$ cat src/rtl/score_pkg.sv
// -----------------------------------------------------------------------------
// score_pkg
// Shared definitions for the score table block.
//   op_e      : command encodings carried on the Op input
//   state_e   : control FSM state encoding
//   calc_id_w : width of a player-ID field for a given slot count (min 1 bit)
// -----------------------------------------------------------------------------
package score_pkg;

    typedef enum logic [1:0] {
        OP_UPDATE       = 2'b00,
        OP_QUERY        = 2'b01,
        OP_CLEAR_PLAYER = 2'b10,
        OP_CLEAR_ALL    = 2'b11
    } op_e;

    typedef enum logic [2:0] {
        ST_IDLE   = 3'd0,
        ST_LOOKUP = 3'd1,
        ST_COMMIT = 3'd2,
        ST_SCAN   = 3'd3,
        ST_DONE   = 3'd4
    } state_e;

    // A single-slot table would give clog2 = 0; keep at least one ID bit.
    function automatic int calc_id_w(input int num_players);
        int w;
        w = $clog2(num_players);
        return (w < 1) ? 1 : w;
    endfunction

endpackage

$ cat src/rtl/score_store.sv
// -----------------------------------------------------------------------------
// score_store
// NUM_PLAYERS x SCORE_W register array holding each player's best score.
// Ports:
//   i_clk        clock; writes and clear-all take effect on the rising edge
//   i_rst_n      asynchronous active-low reset, zeroes every slot
//   i_clear_all  synchronous strobe zeroing every slot
//   i_wr_en      write strobe for i_wr_addr / i_wr_data
//   i_wr_addr    write slot index
//   i_wr_data    write data
//   i_rd_addr    read slot index
//   o_rd_data    combinational read data (0 for an index beyond the table)
// -----------------------------------------------------------------------------
module score_store
    import score_pkg::*;
#(
    parameter int NUM_PLAYERS = 8,
    parameter int SCORE_W     = 7,
    parameter int ID_W        = 3
) (
    input  logic               i_clk,
    input  logic               i_rst_n,
    input  logic               i_clear_all,
    input  logic               i_wr_en,
    input  logic [ID_W-1:0]    i_wr_addr,
    input  logic [SCORE_W-1:0] i_wr_data,
    input  logic [ID_W-1:0]    i_rd_addr,
    output logic [SCORE_W-1:0] o_rd_data
);

    logic [SCORE_W-1:0] r_mem [NUM_PLAYERS];

    logic w_wr_in_range;
    logic w_rd_in_range;

    // When NUM_PLAYERS is not a power of two the ID field can address
    // slots that do not exist; those accesses are suppressed here.
    assign w_wr_in_range = (int'(i_wr_addr) < NUM_PLAYERS);
    assign w_rd_in_range = (int'(i_rd_addr) < NUM_PLAYERS);

    always_ff @(posedge i_clk or negedge i_rst_n) begin
        if (!i_rst_n) begin
            for (int i = 0; i < NUM_PLAYERS; i++) begin
                r_mem[i] <= '0;
            end
        end else if (i_clear_all) begin
            for (int i = 0; i < NUM_PLAYERS; i++) begin
                r_mem[i] <= '0;
            end
        end else if (i_wr_en && w_wr_in_range) begin
            r_mem[i_wr_addr] <= i_wr_data;
        end
    end

    assign o_rd_data = w_rd_in_range ? r_mem[i_rd_addr] : '0;

endmodule

$ cat src/rtl/score_table.sv
// -----------------------------------------------------------------------------
// score_table
// Per-player best-score table with a running overall maximum.
// One command at a time: IDLE accepts, LOOKUP reads the target slot,
// COMMIT applies the change, SCAN (only when the overall holder is cleared)
// walks every slot to rebuild the maximum, DONE pulses o_done.
// Ports:
//   i_clk            clock
//   i_rst_n          asynchronous active-low reset
//   i_valid          command present; accepted when o_ready is high
//   i_op             00 UPDATE, 01 QUERY, 10 CLEAR_PLAYER, 11 CLEAR_ALL
//   i_player_id      target slot
//   i_current_score  score submitted with UPDATE
//   o_ready          high only while idle
//   o_done           one-cycle completion pulse
//   o_personel_best  target slot's best after the command
//   o_highest_score  overall maximum of all slots
//   o_player_won     slot holding o_highest_score
//   o_new_personal   UPDATE raised the target's best (valid with o_done)
//   o_new_high       UPDATE raised the overall best (valid with o_done)
//   o_id_error       target slot does not exist; table untouched
// -----------------------------------------------------------------------------
module score_table
    import score_pkg::*;
#(
    parameter int  NUM_PLAYERS = 8,
    parameter int  SCORE_W     = 7,
    localparam int ID_W        = calc_id_w(NUM_PLAYERS)
) (
    input  logic               i_clk,
    input  logic               i_rst_n,
    input  logic               i_valid,
    input  logic [1:0]         i_op,
    input  logic [ID_W-1:0]    i_player_id,
    input  logic [SCORE_W-1:0] i_current_score,
    output logic               o_ready,
    output logic               o_done,
    output logic [SCORE_W-1:0] o_personel_best,
    output logic [SCORE_W-1:0] o_highest_score,
    output logic [ID_W-1:0]    o_player_won,
    output logic               o_new_personal,
    output logic               o_new_high,
    output logic               o_id_error
);

    state_e             r_state;
    state_e             w_next_state;

    op_e                r_op;
    logic [ID_W-1:0]    r_id;
    logic [SCORE_W-1:0] r_score;
    logic [SCORE_W-1:0] r_lookup_best;
    logic               r_id_error;

    logic [SCORE_W-1:0] r_personel_best;
    logic [SCORE_W-1:0] r_highest_score;
    logic [ID_W-1:0]    r_player_won;
    logic               r_new_personal;
    logic               r_new_high;

    logic [ID_W-1:0]    r_scan_idx;
    logic [SCORE_W-1:0] r_scan_max;
    logic [ID_W-1:0]    r_scan_id;

    logic               w_store_wr_en;
    logic [SCORE_W-1:0] w_store_wr_data;
    logic               w_store_clear_all;
    logic [ID_W-1:0]    w_rd_addr;
    logic [SCORE_W-1:0] w_rd_data;

    logic               w_id_bad;
    logic               w_need_scan;
    logic               w_scan_last;
    logic               w_scan_better;

    score_store #(
        .NUM_PLAYERS (NUM_PLAYERS),
        .SCORE_W     (SCORE_W),
        .ID_W        (ID_W)
    ) u_store (
        .i_clk       (i_clk),
        .i_rst_n     (i_rst_n),
        .i_clear_all (w_store_clear_all),
        .i_wr_en     (w_store_wr_en),
        .i_wr_addr   (r_id),
        .i_wr_data   (w_store_wr_data),
        .i_rd_addr   (w_rd_addr),
        .o_rd_data   (w_rd_data)
    );

    // The read port follows the scan pointer while rebuilding the maximum,
    // otherwise it looks at the command's target slot.
    assign w_rd_addr     = (r_state == ST_SCAN) ? r_scan_idx : r_id;

    assign w_id_bad      = (int'(r_id) >= NUM_PLAYERS);
    assign w_scan_last   = (r_scan_idx == ID_W'(NUM_PLAYERS - 1));
    assign w_scan_better = (w_rd_data > r_scan_max);

    // A rescan is only needed when the current overall holder is cleared
    // while holding a nonzero score; any other clear leaves the max intact.
    assign w_need_scan   = (r_op == OP_CLEAR_PLAYER) && !r_id_error &&
                           (r_id == r_player_won) && (r_highest_score != '0);

    always_ff @(posedge i_clk or negedge i_rst_n) begin
        if (!i_rst_n) begin
            r_state <= ST_IDLE;
        end else begin
            r_state <= w_next_state;
        end
    end

    // Next-state decode plus the store write strobes issued in COMMIT.
    always_comb begin
        w_next_state      = r_state;
        w_store_wr_en     = 1'b0;
        w_store_wr_data   = '0;
        w_store_clear_all = 1'b0;
        case (r_state)
            ST_IDLE: begin
                if (i_valid) begin
                    w_next_state = ST_LOOKUP;
                end
            end
            ST_LOOKUP: begin
                w_next_state = ST_COMMIT;
            end
            ST_COMMIT: begin
                if (!r_id_error) begin
                    case (r_op)
                        OP_UPDATE: begin
                            if (r_score > r_lookup_best) begin
                                w_store_wr_en   = 1'b1;
                                w_store_wr_data = r_score;
                            end
                        end
                        OP_CLEAR_PLAYER: begin
                            w_store_wr_en   = 1'b1;
                            w_store_wr_data = '0;
                        end
                        OP_CLEAR_ALL: begin
                            w_store_clear_all = 1'b1;
                        end
                        default: begin
                        end
                    endcase
                end
                w_next_state = w_need_scan ? ST_SCAN : ST_DONE;
            end
            ST_SCAN: begin
                if (w_scan_last) begin
                    w_next_state = ST_DONE;
                end
            end
            ST_DONE: begin
                w_next_state = ST_IDLE;
            end
            default: begin
                w_next_state = ST_IDLE;
            end
        endcase
    end

    // Command capture, lookup, result registers and the scan accumulator.
    always_ff @(posedge i_clk or negedge i_rst_n) begin
        if (!i_rst_n) begin
            r_op            <= OP_UPDATE;
            r_id            <= '0;
            r_score         <= '0;
            r_lookup_best   <= '0;
            r_id_error      <= 1'b0;
            r_personel_best <= '0;
            r_highest_score <= '0;
            r_player_won    <= '0;
            r_new_personal  <= 1'b0;
            r_new_high      <= 1'b0;
            r_scan_idx      <= '0;
            r_scan_max      <= '0;
            r_scan_id       <= '0;
        end else begin
            case (r_state)
                ST_IDLE: begin
                    if (i_valid) begin
                        r_op           <= op_e'(i_op);
                        r_id           <= i_player_id;
                        r_score        <= i_current_score;
                        r_new_personal <= 1'b0;
                        r_new_high     <= 1'b0;
                        r_id_error     <= 1'b0;
                    end
                end
                ST_LOOKUP: begin
                    r_id_error    <= w_id_bad;
                    r_lookup_best <= w_id_bad ? '0 : w_rd_data;
                end
                ST_COMMIT: begin
                    if (r_id_error) begin
                        r_personel_best <= '0;
                    end else begin
                        case (r_op)
                            OP_UPDATE: begin
                                if (r_score > r_lookup_best) begin
                                    r_personel_best <= r_score;
                                    r_new_personal  <= 1'b1;
                                end else begin
                                    r_personel_best <= r_lookup_best;
                                end
                                // Strictly greater, so a tie keeps the earlier holder.
                                if (r_score > r_highest_score) begin
                                    r_highest_score <= r_score;
                                    r_player_won    <= r_id;
                                    r_new_high      <= 1'b1;
                                end
                            end
                            OP_QUERY: begin
                                r_personel_best <= r_lookup_best;
                            end
                            OP_CLEAR_PLAYER: begin
                                r_personel_best <= '0;
                                if (w_need_scan) begin
                                    r_scan_idx <= '0;
                                    r_scan_max <= '0;
                                    r_scan_id  <= '0;
                                end
                            end
                            OP_CLEAR_ALL: begin
                                r_personel_best <= '0;
                                r_highest_score <= '0;
                                r_player_won    <= '0;
                            end
                            default: begin
                            end
                        endcase
                    end
                end
                ST_SCAN: begin
                    // Ascending walk with a strict compare gives the lowest ID on ties;
                    // the last slot is folded in directly when publishing the result.
                    if (w_scan_better) begin
                        r_scan_max <= w_rd_data;
                        r_scan_id  <= r_scan_idx;
                    end
                    if (w_scan_last) begin
                        r_highest_score <= w_scan_better ? w_rd_data  : r_scan_max;
                        r_player_won    <= w_scan_better ? r_scan_idx : r_scan_id;
                    end else begin
                        r_scan_idx <= r_scan_idx + 1'b1;
                    end
                end
                default: begin
                end
            endcase
        end
    end

    assign o_ready         = (r_state == ST_IDLE);
    assign o_done          = (r_state == ST_DONE);
    assign o_personel_best = r_personel_best;
    assign o_highest_score = r_highest_score;
    assign o_player_won    = r_player_won;
    assign o_new_personal  = r_new_personal;
    assign o_new_high      = r_new_high;
    assign o_id_error      = r_id_error;

endmodule

$ cat config.mk
export PLATFORM = sky130hd
export DESIGN_NAME = score_table
export DESIGN_NICKNAME = d
export VERILOG_FILES = /design/src/rtl/score_pkg.sv /design/src/rtl/score_store.sv /design/src/rtl/score_table.sv
export SDC_FILE = /design/constraint.sdc
export NUM_CORES = 1
export LEC_CHECK = 0
export CORE_UTILIZATION = 64
export DETAILED_ROUTE_END_ITERATION = 12
export PLACE_DENSITY_LB_ADDON = 0.25
export SLEW_MARGIN = 25
export SYNTH_ARGS = -nofsm -noshare
export SYNTH_HDL_FRONTEND = slang
export SYNTH_SLANG_ARGS = --single-unit
$ cat constraint.sdc
create_clock -name i_clk -period 6.1 [get_ports i_clk]
set_input_delay 1.83 -clock i_clk [delete_from_list [all_inputs] [get_ports i_clk]]
set_output_delay 1.83 -clock i_clk [all_outputs]
set_load 0.005 [all_outputs]
After elaboration in Yosys (flattened, before gate mapping):

Index checks and enable logic that the tools add are counted.

* latch bits: 0
* bits in writable memories: 0
* output and inout bits: 22
* memories: 0
* input bits: 15
* bits in read-only memories: 0
* flip-flop bits (word level): 111

* shifts and indexed selects: 0
* divide/modulo/power cells: 0
* reductions and logical operators: 21
* multiply operators: 0
* equal/unequal tests: 20
* add/sub/neg operators: 1
* $lt $le $gt $ge: 6
* bitwise gates (word level): 2
* mux-type cells: 59

Operators with widths (number)
* two-way mux 56 bit: 2
* two-way mux 7 bit: 16
* bitwise mux 56 bit: 1
* one-hot mux 7 bit (2 select lines): 3
* two-way mux 3 bit: 12
* one-hot mux 3 bit (2 select lines): 4
* binary-select mux 7 bit (select 3 bit): 1
* demux 7 bit (select 3 bit): 1
* > comparator 7 bit: 3
* one-hot mux 7 bit (3 select lines): 1
* AND reduction 5 bit: 4
* != test 2 bit, second input constant: 9
* two-way mux 1 bit: 13
* one-hot mux 3 bit (4 select lines): 1
* greater-or-equal comparator 4 bit, second input constant: 2
* inverter 3 -> 4 bit: 2
* one-hot mux 1 bit (2 select lines): 4
* nonzero test 2 bit: 4
* nonzero test 7 bit: 1
* == test 3 x 2 -> 1 bit, second input constant: 2
* == test 3 bit, second input constant: 2
* AND reduction 2 bit: 3
* == test 2 bit, second input constant: 2
* logical AND 1 bit: 4
* 12 further kinds: 12

Depth between registers and ports, before layout:

* depth in word-level cells: 10
* mapped depth: 16
* gate-level depth less buffers: 12

Modules after synthesis:

Synthesis repeated with hierarchy kept, for this count alone.

* cells, all modules: 553
* area total of the unflattened synthesis: 5964.5 µm²

Modules (own cells, without submodules)
* score_table: area each 3148.0 µm², instances 1, cells an instance 323
* score_store: area each 2816.5 µm², instances 1, cells an instance 230

Least setup slack after synthesis:

No wires, ideal clock.

* path type: register to register
* start: reg r_state[2]
* end: reg r_scan_id[0]
* setup time: 67 ps
* stages on the path, launching flop included: 15
* period minus slack after synthesis: 3857 ps
* slack: 2243 ps
* arrival time: 3790 ps
* cell sequence: dfrtp_1 -> and3b_1 -> buf_6 -> clkbuf_1 -> mux2i_1 -> mux4_2 -> inv_1 -> ha_1 -> a21oi_1 -> a21oi_1 -> nor3_1 -> nor2_1 -> buf_1 -> o21ai_1 -> a22o_1

* longest elaborated chain between the ends: 9

RTL lines
* start, declared: line score_table.sv:46 `state_e r_state;`
* start signal, assigned: line score_table.sv:108 `r_state <= w_next_state;`
* == test 3 x 2 -> 1 bit: line score_table.sv:93 `assign w_rd_addr = (r_state == ST_SCAN) ? r_scan_idx : r_id;`
* two-way mux 3 bit: line score_table.sv:93
* inverter 3 -> 4 bit (not written as such): line score_store.sv:55 `assign o_rd_data = w_rd_in_range ? r_mem[i_rd_addr] : '0;`
* binary-select mux 7 bit (select 3 bit): line score_store.sv:55
* two-way mux 7 bit (not written as such) (2 in series): line score_store.sv:55
* named net u_store.o_rd_data[2]: line score_store.sv:28 `output logic [SCORE_W-1:0] o_rd_data`
* > comparator 7 bit: line score_table.sv:97 `assign w_scan_better = (w_rd_data > r_scan_max);`
* two-way mux 3 bit
* one-hot mux 3 bit (2 select lines): line score_table.sv:180 `case (r_state)`
* end signal, assigned: line score_table.sv:240 `r_scan_id <= r_scan_idx;`
* end, declared: line score_table.sv:63 `logic [ID_W-1:0] r_scan_id;`

The timed path passes the listed nets, and every way through them passes these cells. The select of a mux whose other input is x is not followed.
A chain may end at the register's enable or synchronous reset.

Worst setup path after layout:

* start: reg r_state[0]
* end: reg r_scan_id[1]

Same word-level chain as after synthesis.

==> results_dict.tcl <==
set metrics [dict create \
    outcome "completed" \
    reg2reg_depth 14 \
    cts_buffers 9 \
    min_path_cells 2 \
    async_reset_ff_share_pct 100 \
    synthSimpleGateAreaFrac_pct 13.5 \
    antenna_found_initial 0 \
    synth_edf_count 0 \
    power_switching_uw 1610 \
    grt_pass1_wl_um 25000 \
    min_path_type "reg2reg" \
    areaGrowthSynthToFinish_pct 10.6 \
    fin_crit_sh_pct 81.3 \
    gr-total-overflow 0 \
    die_x_um 97.0 \
    clock_skew_ns 0.0171 \
    synth_most_common_cell "dfrtp_1" \
    fin_tns_setup_ns 0 \
    routed_via_density 6.59 \
    switching_share_pct 45.5 \
    crit_type "reg2reg" \
    synthCells 582 \
    grt_start_max_net_pins 76 \
    worstMarginPinSlew_ns 0.953 \
    seqPwrFrac_pct 37.5 \
    numPortBuffers 35 \
    place_inst 708 \
    place.gp.congestion 0.894 \
    syn-num-nets 620 \
    fin_crit_ns 4.96 \
    synth_top_area_share_pct 47.7 \
    cts_num_sinks 110 \
    crit_arrival_ns 5.28 \
    cts_buffer_depth 2 \
    yosysWarnings 0 \
    synth-adder-area-share_pct 4.98 \
    hold_buffers 0 \
    dr.pass1.iters 5 \
    rsz0062_at_grt "false" \
    routed_wl_um 15400 \
    synth_common_cells "110 x dfrtp_1, 101 x nand2_1, 58 x o21ai_0, 44 x mux2i_1, 36 x a21oi_1" \
    clock.fmax_ghz 0.202 \
    synth_top_family_by_area "compound AO/OA/AOI/OAI gates" \
    power_frac_clock_pct 12.5 \
    nFillCells 649 \
    grtUsageMet1_pct 45.7 \
    slew_headroom_pct 36.3 \
    grt.met2_usage_pct 54.3 \
    final_util_pct 73.2 \
    htreeDepth 3 \
    ys_ff_latch 110 \
    grt_use_met3_pct 6.21 \
    start_kind "flop" \
    start_util_pct 66.2 \
    drv_cap 0 \
    drc 0 \
    cts_tree "yes" \
    final-setup-viol-count 0 \
    grt_pass1_vias 4790 \
    peakVddDrop_uv 234 \
    synthDistinctLibCells 53 \
    ant_nets 0 \
    route.detailed.wl_per_inst_um 21.3 \
    synth_area_um2 5770 \
    clk_pin_slew_worst_paths_ns 0.11 \
    seq_area_frac_synth_pct 47.7 \
    avgSynthCellArea_um2 9.92 \
    synthMuxAreaShare_pct 12.9 \
    place_area_um2 6180 \
    antennaDiodeCount 0 \
    vias 4770 \
    gr-usage-all-layers_pct 34.5 \
    internal-power_uw 1930 \
    hold_viol 0 \
    final_area_um2 6390 \
    cp.required_ns 6.42 \
    root_buffer "clkbuf_8" \
    cts_setup_buffers 0 \
    pin_count 37 \
    critPathMaxFanout 15 \
    insertion_delay_ns 0.38 \
    grt_busiest_layer "met2" \
    leakage_uw 0.00292 \
    final_net_count 649 \
    comb_power_share_pct 49.9 \
    drive_gt1_share_pct 7.63 \
    holdWs_ns 0.484 \
    synth_area_leaders "dfrtp_1 48%, mux2i_1 7.6%, nand2_1 6.6%, o21ai_0 5.0%, ha_1 5.0%" \
    dp_hpwl_um 11200 \
    synthXorXnorAreaFrac_pct 0.455 \
    dieArea_um2 9410 \
    yosys.area.top_type "dfrtp_1" \
    p_per_area_nw_per_um2 553 \
    num_rows 34 \
    worst_setup_path_end_kind "flop" \
    stdcell_count 724 \
    core_area_um2 8720 \
    drtIter0Drc 335 \
    yosys_most_used_dff "dfrtp_1" \
    maxSlewViolCount 0 \
    die_y_um 97.0 \
    synth_compound_area_share_pct 16.0 \
    cts-resized-gates 0 \
]
## power by group through the flow
stage	clock [µW]	combinational, µW	sequential, µW
final	443	1760	1330
after global placement	0	1660	1320
after CTS	447	1750	1310
after detailed placement	0	1730	1320
after floorplan	0	1350	1160
after global routing	469	1950	1350
## kinds of logic (layout without fill, tap and decap cells)
group           after synthesis  after routing
xor+xnor                      3              3
compound gates              151            151
fa+ha+maj                    23             23
simple gates                176            176
buf+inv                      54             88
mux                          64             64
flops                       110            110
other cells                   1              1
## area by class of cell
| cell class | instances | area [µm²] | area share, % |
|---|---|---|---|
| Clock buffer | 10 | 138 | 2.16 |
| Sequential cell | 110 | 2750 | 43.1 |
| Clock inverter | 6 | 63.8 | 0.999 |
| Multi-Input combinational cell | 418 | 2780 | 43.5 |
| Tap cell | 108 | 135 | 2.12 |
| Timing Repair Buffer | 42 | 404 | 6.33 |
| Inverter | 30 | 113 | 1.76 |
## final timing paths
kind	startpoint	endpoint	slack, ns
worst max register to register	r_state[0]	r_scan_id[1]	1.14
max in group asynchronous	i_rst_n	u_store.r_mem[17]	3.73
min in group asynchronous	i_rst_n	r_lookup_best[2]	1.45
worst min-delay path	o_personel_best[6]	o_personel_best[6]	0.48
worst min register to register	o_personel_best[6]	o_personel_best[6]	0.48
worst max-delay path	r_state[0]	r_scan_id[1]	1.14
## per-stage QoR
stage,setup slack [ns],total power (µW)
final,1.14,3530
after global routing,0.746,3770
after CTS,1.18,3500
after detailed placement,1.23,3050
after global placement,1.44,2970
after floorplan,2.24,2510
## placed cells by master, fill, tap and decap left out, types with 2 or more instances in the layout
cell type,instances
nor2b_1,4
a21oi_1,36
nand2_1,101
nor2_1,21
mux2_2,12
and3_1,4
xnor2_1,2
o21a_1,2
mux2i_1,43
o21ai_0,58
ha_1,23
dfrtp_1,110
buf_4,7
o2bb2ai_1,15
o21bai_1,2
o21ai_1,7
clkbuf_8,10
a22o_1,11
inv_1,30
nand3_1,16
nor3_1,7
nand3b_1,2
a31oi_1,5
o31a_1,2
nor3b_1,2
nand2b_1,2
mux4_2,7
clkdlybuf4s50_1,34
nand4_1,11
inv_8,2
## sequential cells by signal, indices dropped and copies added, names as in the netlist
signal	flops
r_state	3
o_highest_score	7
u_store.r_mem	56
o_player_won	3
r_scan_id	3
r_op	2
r_score	7
o_new_personal	1
r_lookup_best	7
r_scan_idx	3
r_scan_max	7
r_id	3
o_new_high	1
o_personel_best	7
## per-layer routing
layer	up-vias	part of all wire, %	wire length (µm)
li1	2131	-	-
met1	2333	39	6060
met2	239	47	7320
met3	67	7.5	1150
met4	0	5.7	885
met5	-	0	0
## critical path: stages, from the launching register on
cell and delay, ns:
dfrtp_1 0.52, and3b_1 0.21, buf_4 0.22, mux2i_4 0.66, buf_4 0.39, mux2i_1 0.11
mux4_2 0.51, inv_1 0.11, ha_1 0.26, a21oi_1 0.13, a21oi_1 0.08, nor3_1 0.48
nor2_1 0.38, o21ai_1 0.59, a22o_1 0.23
Note: power is estimated with default switching activity, not from simulation.
